--- config.mk ---
export PLATFORM = sky130hd
export DESIGN_NAME = dm_arbiter_flat
export DESIGN_NICKNAME = d
export VERILOG_FILES = /design/src/rtl/dm_arbiter_if.sv /design/src/rtl/dm_arbiter.sv /design/src/flat_wrapper.sv
export SDC_FILE = /design/constraint.sdc
export NUM_CORES = 1
export LEC_CHECK = 0
export CELL_PAD_IN_SITES_DETAIL_PLACEMENT = 1
export CELL_PAD_IN_SITES_GLOBAL_PLACEMENT = 1
export CORE_MARGIN = 2
export CORE_UTILIZATION = 25
export DETAILED_ROUTE_END_ITERATION = 7
export GPL_ROUTABILITY_DRIVEN = 0
export PLACE_DENSITY = 0.79
export SYNTH_ARGS = -nofsm -noshare
export SYNTH_HDL_FRONTEND = slang
export SYNTH_SLANG_ARGS = --single-unit
--- constraint.sdc ---
create_clock -name clock -period 1.6 [get_ports clock]
set_clock_uncertainty 0.15 [all_clocks]
set_input_delay 0.24 -clock clock [delete_from_list [all_inputs] [get_ports clock]]
set_output_delay 0.24 -clock clock [all_outputs]
set_load 0.1 [all_outputs]
--- src/rtl/dm_arbiter_if.sv ---
// Shared data-memory port bundle: CPU and I/O requesters plus the memory side.
// master is taken by the arbiter, slave by whatever drives the requests.
interface dm_arbiter_if #(
  parameter int bits     = 32,
  parameter int addrBits = 10
);
  logic                cpu_req;
  logic                cpu_we;
  logic [addrBits-1:0] cpu_addr;
  logic [bits-1:0]     cpu_wdata;
  logic                cpu_gnt;
  logic                cpu_done;
  logic [bits-1:0]     cpu_rdata;

  logic                io_req;
  logic                io_we;
  logic [addrBits-1:0] io_addr;
  logic [bits-1:0]     io_wdata;
  logic                io_gnt;
  logic                io_done;
  logic [bits-1:0]     io_rdata;

  logic                mem_en;
  logic                mem_we;
  logic [addrBits-1:0] mem_addr;
  logic [bits-1:0]     mem_wdata;
  logic [bits-1:0]     mem_rdata;
  logic                busy;

  modport master (
    input  cpu_req, cpu_we, cpu_addr, cpu_wdata,
    output cpu_gnt, cpu_done, cpu_rdata,
    input  io_req, io_we, io_addr, io_wdata,
    output io_gnt, io_done, io_rdata,
    output mem_en, mem_we, mem_addr, mem_wdata,
    input  mem_rdata,
    output busy
  );

  modport slave (
    output cpu_req, cpu_we, cpu_addr, cpu_wdata,
    input  cpu_gnt, cpu_done, cpu_rdata,
    output io_req, io_we, io_addr, io_wdata,
    input  io_gnt, io_done, io_rdata,
    input  mem_en, mem_we, mem_addr, mem_wdata,
    output mem_rdata,
    input  busy
  );
endinterface

--- src/rtl/dm_arbiter.sv ---
// Two-requester arbiter for one single-port data memory.
// Round-robin on ties, fixed MEM_LAT read latency, all outputs registered.
module dm_arbiter #(
  parameter int bits     = 32,
  parameter int addrBits = 10,
  parameter int MEM_LAT  = 2
) (
  input  logic         clock,
  input  logic         reset,
  dm_arbiter_if.master bus
);

  typedef enum logic [1:0] {
    IDLE,
    ISSUE,
    WAIT,
    DONE
  } state_t;

  localparam logic [2:0] LAST = 3'(MEM_LAT - 1);

  state_t              state_q, state_d;
  logic [2:0]          cnt_q, cnt_d;
  logic                win_io_q, win_io_d;
  logic                last_io_q, last_io_d;
  logic                mem_en_q, mem_en_d;
  logic                mem_we_q, mem_we_d;
  logic [addrBits-1:0] mem_addr_q, mem_addr_d;
  logic [bits-1:0]     mem_wdata_q, mem_wdata_d;
  logic                cpu_gnt_q, cpu_gnt_d;
  logic                io_gnt_q, io_gnt_d;
  logic                cpu_done_q, cpu_done_d;
  logic                io_done_q, io_done_d;
  logic [bits-1:0]     cpu_rdata_q, cpu_rdata_d;
  logic [bits-1:0]     io_rdata_q, io_rdata_d;
  logic                busy_q, busy_d;
  logic                pick_io;

  // io wins when alone, or on a tie when the CPU was served last
  assign pick_io = bus.io_req & (~bus.cpu_req | ~last_io_q);

  // next state and next registered outputs
  always_comb begin
    state_d     = state_q;
    cnt_d       = cnt_q;
    win_io_d    = win_io_q;
    last_io_d   = last_io_q;
    mem_en_d    = 1'b0;
    mem_we_d    = mem_we_q;
    mem_addr_d  = mem_addr_q;
    mem_wdata_d = mem_wdata_q;
    cpu_gnt_d   = 1'b0;
    io_gnt_d    = 1'b0;
    cpu_done_d  = 1'b0;
    io_done_d   = 1'b0;
    cpu_rdata_d = cpu_rdata_q;
    io_rdata_d  = io_rdata_q;
    unique case (state_q)
      IDLE: begin
        if (bus.cpu_req | bus.io_req) begin
          state_d     = ISSUE;
          win_io_d    = pick_io;
          last_io_d   = pick_io;
          mem_en_d    = 1'b1;
          mem_we_d    = pick_io ? bus.io_we : bus.cpu_we;
          mem_addr_d  = pick_io ? bus.io_addr : bus.cpu_addr;
          mem_wdata_d = pick_io ? bus.io_wdata : bus.cpu_wdata;
          cpu_gnt_d   = ~pick_io;
          io_gnt_d    = pick_io;
        end
      end
      ISSUE: begin
        state_d   = WAIT;
        cnt_d     = 3'd0;
        cpu_gnt_d = ~win_io_q;
        io_gnt_d  = win_io_q;
      end
      WAIT: begin
        cpu_gnt_d = ~win_io_q;
        io_gnt_d  = win_io_q;
        if (cnt_q == LAST) begin
          state_d    = DONE;
          cpu_done_d = ~win_io_q;
          io_done_d  = win_io_q;
          if (!mem_we_q) begin
            if (win_io_q) io_rdata_d = bus.mem_rdata;
            else cpu_rdata_d = bus.mem_rdata;
          end
        end else begin
          cnt_d = cnt_q + 3'd1;
        end
      end
      DONE: begin
        state_d = IDLE;
      end
      default: begin
        state_d = IDLE;
      end
    endcase
    busy_d = (state_d != IDLE);
  end

  // state and output registers, synchronous reset
  always_ff @(posedge clock) begin
    if (reset) begin
      state_q     <= IDLE;
      cnt_q       <= 3'd0;
      win_io_q    <= 1'b0;
      last_io_q   <= 1'b1;
      mem_en_q    <= 1'b0;
      mem_we_q    <= 1'b0;
      mem_addr_q  <= '0;
      mem_wdata_q <= '0;
      cpu_gnt_q   <= 1'b0;
      io_gnt_q    <= 1'b0;
      cpu_done_q  <= 1'b0;
      io_done_q   <= 1'b0;
      cpu_rdata_q <= '0;
      io_rdata_q  <= '0;
      busy_q      <= 1'b0;
    end else begin
      state_q     <= state_d;
      cnt_q       <= cnt_d;
      win_io_q    <= win_io_d;
      last_io_q   <= last_io_d;
      mem_en_q    <= mem_en_d;
      mem_we_q    <= mem_we_d;
      mem_addr_q  <= mem_addr_d;
      mem_wdata_q <= mem_wdata_d;
      cpu_gnt_q   <= cpu_gnt_d;
      io_gnt_q    <= io_gnt_d;
      cpu_done_q  <= cpu_done_d;
      io_done_q   <= io_done_d;
      cpu_rdata_q <= cpu_rdata_d;
      io_rdata_q  <= io_rdata_d;
      busy_q      <= busy_d;
    end
  end

  assign bus.cpu_gnt   = cpu_gnt_q;
  assign bus.cpu_done  = cpu_done_q;
  assign bus.cpu_rdata = cpu_rdata_q;
  assign bus.io_gnt    = io_gnt_q;
  assign bus.io_done   = io_done_q;
  assign bus.io_rdata  = io_rdata_q;
  assign bus.mem_en    = mem_en_q;
  assign bus.mem_we    = mem_we_q;
  assign bus.mem_addr  = mem_addr_q;
  assign bus.mem_wdata = mem_wdata_q;
  assign bus.busy      = busy_q;

endmodule

--- src/flat_wrapper.sv ---
// flat-port wrapper written by rule: the top's interface ports become plain ports
module dm_arbiter_flat 
#(
  parameter int bits     = 32,
  parameter int addrBits = 10,
  parameter int MEM_LAT  = 2
)
  (clock, reset, bus_cpu_req, bus_cpu_we, bus_cpu_addr, bus_cpu_wdata, bus_cpu_gnt, bus_cpu_done, bus_cpu_rdata, bus_io_req, bus_io_we, bus_io_addr, bus_io_wdata, bus_io_gnt, bus_io_done, bus_io_rdata, bus_mem_en, bus_mem_we, bus_mem_addr, bus_mem_wdata, bus_mem_rdata, bus_busy);
  dm_arbiter_if #(.bits(bits), .addrBits(addrBits)) bus_i ();
  input  logic clock;
  input  logic reset;
  input wire logic [$bits(bus_i.cpu_req)-1:0] bus_cpu_req;
  input wire logic [$bits(bus_i.cpu_we)-1:0] bus_cpu_we;
  input wire logic [$bits(bus_i.cpu_addr)-1:0] bus_cpu_addr;
  input wire logic [$bits(bus_i.cpu_wdata)-1:0] bus_cpu_wdata;
  output wire logic [$bits(bus_i.cpu_gnt)-1:0] bus_cpu_gnt;
  output wire logic [$bits(bus_i.cpu_done)-1:0] bus_cpu_done;
  output wire logic [$bits(bus_i.cpu_rdata)-1:0] bus_cpu_rdata;
  input wire logic [$bits(bus_i.io_req)-1:0] bus_io_req;
  input wire logic [$bits(bus_i.io_we)-1:0] bus_io_we;
  input wire logic [$bits(bus_i.io_addr)-1:0] bus_io_addr;
  input wire logic [$bits(bus_i.io_wdata)-1:0] bus_io_wdata;
  output wire logic [$bits(bus_i.io_gnt)-1:0] bus_io_gnt;
  output wire logic [$bits(bus_i.io_done)-1:0] bus_io_done;
  output wire logic [$bits(bus_i.io_rdata)-1:0] bus_io_rdata;
  output wire logic [$bits(bus_i.mem_en)-1:0] bus_mem_en;
  output wire logic [$bits(bus_i.mem_we)-1:0] bus_mem_we;
  output wire logic [$bits(bus_i.mem_addr)-1:0] bus_mem_addr;
  output wire logic [$bits(bus_i.mem_wdata)-1:0] bus_mem_wdata;
  input wire logic [$bits(bus_i.mem_rdata)-1:0] bus_mem_rdata;
  output wire logic [$bits(bus_i.busy)-1:0] bus_busy;
  assign bus_i.cpu_req = bus_cpu_req;
  assign bus_i.cpu_we = bus_cpu_we;
  assign bus_i.cpu_addr = bus_cpu_addr;
  assign bus_i.cpu_wdata = bus_cpu_wdata;
  assign bus_cpu_gnt = bus_i.cpu_gnt;
  assign bus_cpu_done = bus_i.cpu_done;
  assign bus_cpu_rdata = bus_i.cpu_rdata;
  assign bus_i.io_req = bus_io_req;
  assign bus_i.io_we = bus_io_we;
  assign bus_i.io_addr = bus_io_addr;
  assign bus_i.io_wdata = bus_io_wdata;
  assign bus_io_gnt = bus_i.io_gnt;
  assign bus_io_done = bus_i.io_done;
  assign bus_io_rdata = bus_i.io_rdata;
  assign bus_mem_en = bus_i.mem_en;
  assign bus_mem_we = bus_i.mem_we;
  assign bus_mem_addr = bus_i.mem_addr;
  assign bus_mem_wdata = bus_i.mem_wdata;
  assign bus_i.mem_rdata = bus_mem_rdata;
  assign bus_busy = bus_i.busy;
  dm_arbiter #(.bits(bits), .addrBits(addrBits), .MEM_LAT(MEM_LAT)) u_core (.clock(clock), .reset(reset), .bus(bus_i));
endmodule
==> run_results.csv <==
group,metric,value,unit
status,status,"finished, violations left",
status,violations,"negative setup slack",
power,swShare,44.7,%
floorplan,dieArea,20700,sq um
timing,final_hold_viol_count,0,
timing,report.final.slew_viol_count,0,
layout,multi_input_area,2540,sq um
synth,yosysTopAreaCell,"dfxtp_1",
layout,drive_gt1_share,32.7,%
clock_network,cts-root-buf,"clkbuf_16",
global_route,grtUsageMet2,33.3,%
timing,setup_viol,38,
timing,max_slew_margin,73.1,%
clock_network,cts_buffers,17,
drt,wire_per_inst,19.2,microns
floorplan,rows,51,
layout,area_delta_synth_final,105,%
hold_path,hp-class,"in2reg",
clock_network,clk_pin_slew,0.06,ns
drt,drtAntennaViolNets,0,
synth,syn-num-nets,724,
global_route,grt_max_degree,68,
timing,timing.final.crit_share,106,%
power,power.density,1650,nW/um^2
synth,synth_area,4880,sq um
global_route,antenna_found_initial,0,
critical_path,cp_slowest_stage_delay,0.35,ns
critical_path,worst-path-max-fanout,8,
floorplan,coreArea,19300,sq um
global_route,grt_use_met1,22.9,%
global_route,grt_pass1_vias,5742,
synth,synth_cells,595,
drt,routed_wl,21.4,mm
floorplan,fp.dieH,144,microns
synth,seq_area_frac_synth,49.2,%
clock_network,cts_max_level,4,
synth,synthFlopType,"dfxtp_1",
global_route,grtUsageMet3,8.33,%
placed_design,port_buffers,234,
floorplan,start_util,25.3,%
critical_path,crit_chain,"inv_4, ha_4, and4bb_4, buf_12, buf_4, nand3_1, a21oi_1",
critical_path,critical_path_class,"reg2reg",
synth,synth_edf_count,0,
synth,ys_types,31,
global_route,track_usage,20.0,%
synth,ys_ff_latch,120,
power,power.internal,9.16,mW
layout,final_core_util,51.8,%
power,clkPwrFrac,23.4,%
power,power_switching,7.39,mW
critical_path,r2r_slack,-0.09,ns
timing,tightestPinTransition,0.403,ns
layout,fin_nets,966,
critical_path,crit_required,1.79,ns
critical_path,slowest_stage,"dfxtp_4",
layout,regArea,2410,sq um
layout,diodes,0,
drt,viasPerCell,4.99,
clock_network,ctsLongestPathBuffers,2,
timing,finalWorstSetupSlack,-0.0949,ns
clock_network,clock_sinks,120,
floorplan,die_x,144,microns
critical_path,start_kind,"register",
clock_network,cts_tree,"built",
critical_path,worst_ep_arrival_time,1.88,ns
synth,synth_top_area_share,49.2,%
critical_path,endpoint_kind,"register",
synth,ys_warn_count,0,
drt,drt-pass1-iter-count,4,
synth,synth.most_common_cell,"dfxtp_1",
power,ir_drop,0.908,mV
clock_network,insertion_delay,0.42,ns
synth,synth_area_leaders,"dfxtp_1, a311oi_1, nand3_1, a21oi_1, o21ai_0",
global_route,grt_first_pass_wirelength,31.3,mm
job,maxCapViolCount,0,
placed_design,dp_hpwl,13.9,mm
floorplan,io_pins,235,
synth,yosys-top-cells-count,"dfxtp_1, nand2_1, nand3_1",
synth,synth_area_per_cell,8.21,sq um
clock_network,cts_hold_buf,0,
drt,dr.first_iter.drc_count,212,
power,p_leak,3.62,nW
power,power_frac_comb,52.1,%
placed_design,dp_slack,-0.344,ns
synth,async_flop_share,0,%
layout,num-fill-cells,2017,
timing,rsz0062_at_grt,"true",
timing,layout_min_cycle_time,1.69,ns
global_route,top_usage_layer,"met2",
drt,vias,5562,
power,power_frac_seq,24.5,%
drt,drc_errors,0,
global_route,grt-ovfl-total,0,
timing,max_freq,590,MHz
[area by class of cell]
cell class	instances	area share (%)
Timing Repair Buffer	284	41.2
Multi-Input combinational cell	410	25.3
Sequential cell	120	24.1
Clock buffer	21	4.69
Tap cell	265	3.31
Clock inverter	11	1.21
Inverter	4	0.175
[cells by family after synthesis]
family | after synthesis | synth area share (%)
simple gates | 214 | 19.3
compound gates | 188 | 23.3
buf+inv | 65 | 6.23
mux | 1 | 0.205
flops | 120 | 49.2
fa+ha+maj | 7 | 1.79
[critical path, delay by kind of cell, from the launching register on]
family                     cells  cell delay (ns)
buffers and inverters          3             0.36
and+or+nand+nor                2             0.41
DFF                            1             0.35
AOI/OAI and AO/OA              1             0.18
adders and majority gates      1             0.16
[cells in the final DEF, fill, tap and decap left out, drive strengths merged, types with 3 or more instances in the layout]
cell type / n
a31oi: 3
clkbuf: 24
clkinv: 5
clkinvlp: 3
nand3: 69
nor2: 47
nand2: 84
dfxtp: 120
inv: 5
o21ai: 67
buf: 161
nor3: 3
ha: 7
a311oi: 40
a21oi: 68
clkdlybuf4s50: 120
nand3b: 3
[stage by stage]
stage               hold WS (ns)  setup TNS [ns]  instances  power (mW)  cell area (sq um)
floorplan                  0.232          -0.480        595        8.79               4940
global placement           0.349          -10.54       1074        11.9               8850
detailed placement         0.357          -14.06       1074        12.1               8850
CTS                       0.0871          -0.496       1113        16.4               9680
global route               0.131           -5.87       1115        17.3              10000
finish                    0.0977          -0.750       1115        16.6              10000
[flip-flops by register name, indices dropped and copies added, names as in the netlist]
name,count
u_core.bus.busy,1
u_core.bus.cpu_done,1
u_core.bus.cpu_gnt,1
u_core.bus.cpu_rdata,32
u_core.bus.io_done,1
u_core.bus.io_gnt,1
u_core.bus.io_rdata,32
u_core.bus.mem_addr,10
u_core.bus.mem_en,1
u_core.bus.mem_wdata,32
u_core.bus.mem_we,1
u_core.cnt_q,3
u_core.last_io_q,1
u_core.state_q,2
u_core.win_io_q,1
[final timing paths]
| check | depth (start not counted) | end | start |
|---|---|---|---|
| worst max-delay path | 7 | u_core.bus.cpu_rdata[14] | u_core.state_q[0] |
| worst min-delay path | 2 | u_core.win_io_q | reset |
| worst max register to register | 7 | u_core.bus.cpu_rdata[14] | u_core.state_q[0] |
| worst min register to register | 2 | u_core.bus.cpu_rdata[3] | u_core.bus.cpu_rdata[3] |
[repair_timing]
action                                  4_1_cts  5_1_grt
buffers inserted                              4        1
endpoints found under the setup margin       89      100
endpoints found under the hold margin         0        0
gates resized for setup                      29      103
gates cloned                                  3        3
pin swaps                                     6       18
[power by group through the flow]
stage	Clock [mW]	Sequential (mW)	Combinational [mW]
5_1_grt	4.08	4.12	9.06
3_5_place_dp	0	4.09	8.00
6_report	3.87	4.06	8.63
3_3_place_gp	0	4.06	7.87
4_1_cts	3.95	4.05	8.42
2_1_floorplan	0	7.01	1.78
[per-layer routing]
layer | wire (microns) | vias up
li1 | - | 2610
met1 | 8570 | 2694
met2 | 10500 | 235
met3 | 1950 | 23
met4 | 376 | 0
met5 | 0 | -
No activity file was read; power rests on OpenSTA's default activity.
==> variant: new RTL, same settings <==
Reset style: asynchronous (`reset`), changed in one clocked block. Comments in the files are not updated.
--- a/src/rtl/dm_arbiter.sv
+++ b/src/rtl/dm_arbiter.sv
@@ -101,7 +101,7 @@
   end
 
   // state and output registers, synchronous reset
-  always_ff @(posedge clock) begin
+  always_ff @(posedge clock or posedge reset) begin
     if (reset) begin
       state_q     <= IDLE;
       cnt_q       <= 3'd0;
Check against the original RTL: differs if reset is asserted again (counterexample within 4 cycles, from zero or initial values and one cycle with reset high); with reset held inactive, the same outputs for 4 cycles.
==> variant against the unedited design <==
The run still ends with negative setup slack left. Sequential cell count did not move. Via count decreased by 18%. Synthesized area is 3.7% higher. Non-clock buffer count grew 13. Worst setup slack worse by 160 ps. Final area increased by 10%. Synthesized cell count down 29%. Critical endpoint is now u_core.bus.cpu_rdata[12]. Routed wire length is essentially flat.
Power is left out: the tool's default activity adds up to more than one toggle a clock period on the data nets, which glitch-free logic cannot reach.
==> variant: results (changes against the unedited design) <==
[grt]
gr-usage-all-layers_pct = 20.1  ; was 20.0%
grt_pass1_wl_um = 32400  ; was 31300 um
antenna_found_initial = 1  ; was 0
grt_start_max_net_pins = 79  ; was 68

[clocking]
htree_num_levels = 4  ; unchanged
clock_tree.root_cell = clkbuf_16  ; unchanged

[setup_path]
reg2reg_to = u_core.bus.cpu_rdata[12]  ; was u_core.bus.cpu_rdata[14]
worst-endpoint-arrival_ps = 2000  ; was 1880 ps

[synthesis]
async_flop_share_pct = 100  ; was 0%
yosysSeqAreaShare_pct = 59.3  ; was 49.2%
syn-num-nets = 553  ; was 724
synth_common_cells = 119 x dfrtp_1, 88 x a21oi_1, 49 x nor2_1  ; was 120 x dfxtp_1, 84 x nand2_1, 69 x nand3_1
yosys-top-cells-area = dfrtp_1 59%, mux2_4 8.9%, a21oi_1 8.7%, mux2_2 7.1%, nor2_1 3.6%  ; was dfxtp_1 49%, a311oi_1 7.2%, nand3_1 7.1%, a21oi_1 7.0%, o21ai_0 6.9%
synthFlopType = dfrtp_1  ; was dfxtp_1

[detailed_routing]
finalWirelength_um = 21400  ; about the same
drtIter0Drc = 121  ; was 212
vias = 4566  ; was 5562

[final_layout]
fin_nets = 846  ; was 966
final_layout_size_suffix_gt1_share_pct = 53.3  ; was 32.7%
fin_util_pct = 55.1  ; was 51.8%

[place]
pre_cts_slack_ps = -281  ; was -344 ps
dpl.hpwl_um = 13600  ; was 13900 um

[sta]
setup_tns_ps = -17860  ; was -750 ps
tightest_slew_ps = 431  ; was 403 ps
finalSetupViolCount = 110  ; was 38
fin_ws_ps = -260  ; was -94.9 ps

[worst_hold_path]
hold_path.class = in2async  ; was in2reg

[outcome]
status = finished, violations left  ; unchanged
violations = negative setup slack  ; unchanged

## variant: stage by stage
stage | hold WS (ps) | cells
after floorplan | 153 | 424
after global placement | 393 | 941
after detailed placement | 413 | 941
after CTS | 119 | 1003
after global routing | 144 | 1000
final | 119 | 1000
## variant: worst max-delay path by stage
stage                    start                       end  slack, ps
2_1_floorplan            reset         u_core.bus.mem_we       -390
3_3_place_gp       bus_cpu_req           u_core.bus.busy       -250
3_5_place_dp        bus_io_req    u_core.bus.mem_addr[9]       -280
4_1_cts        u_core.cnt_q[1]  u_core.bus.cpu_rdata[22]       -230
5_1_grt        u_core.cnt_q[1]  u_core.bus.cpu_rdata[12]       -310
6_report       u_core.cnt_q[1]  u_core.bus.cpu_rdata[12]       -260
## variant: repair_timing
item | CTS | global route
hold buffers | 0 | 0
gates cloned | 10 | 2
resized for setup | 115 | 72
pin swaps | 25 | 9
buffers inserted | 20 | 3
setup endpoints to repair | 110 | 114
## variant: per-layer routing
| layer | vias up | global-route usage [%] | wire length, um |
|---|---|---|---|
| li1 | 2042 | - | - |
| met3 | 20 | 6.91 | 1560 |
| met5 | - | 0 | 0 |
| met4 | 0 | 4.32 | 274 |
| met1 | 2311 | 23.1 | 8200 |
| met2 | 193 | 36.1 | 11400 |
## variant: cells by family after synthesis
logic type	share of synthesized area (%)
compound gates	10.6
buf+inv	3.24
flops	59.3
mux	16.5
simple gates	8.65
fa+ha+maj	1.73
## variant: cell type report
cell class / instances / share of cell area (%)
well taps: 270 / 3.06
clock inverters: 14 / 1.70
flip-flops and latches: 120 / 27.2
repair buffers: 297 / 40.1
inverters: 6 / 0.351
multi-input cells: 275 / 23.7
clock buffers: 18 / 3.97
## variant: critical path, stage by stage, from the launching register on
cell and delay, ps:
dfrtp_1 380, inv_1 100, ha_4 150, nand3b_1 140, nor3_4 180, buf_12 170
buf_12 150, mux2_4 320
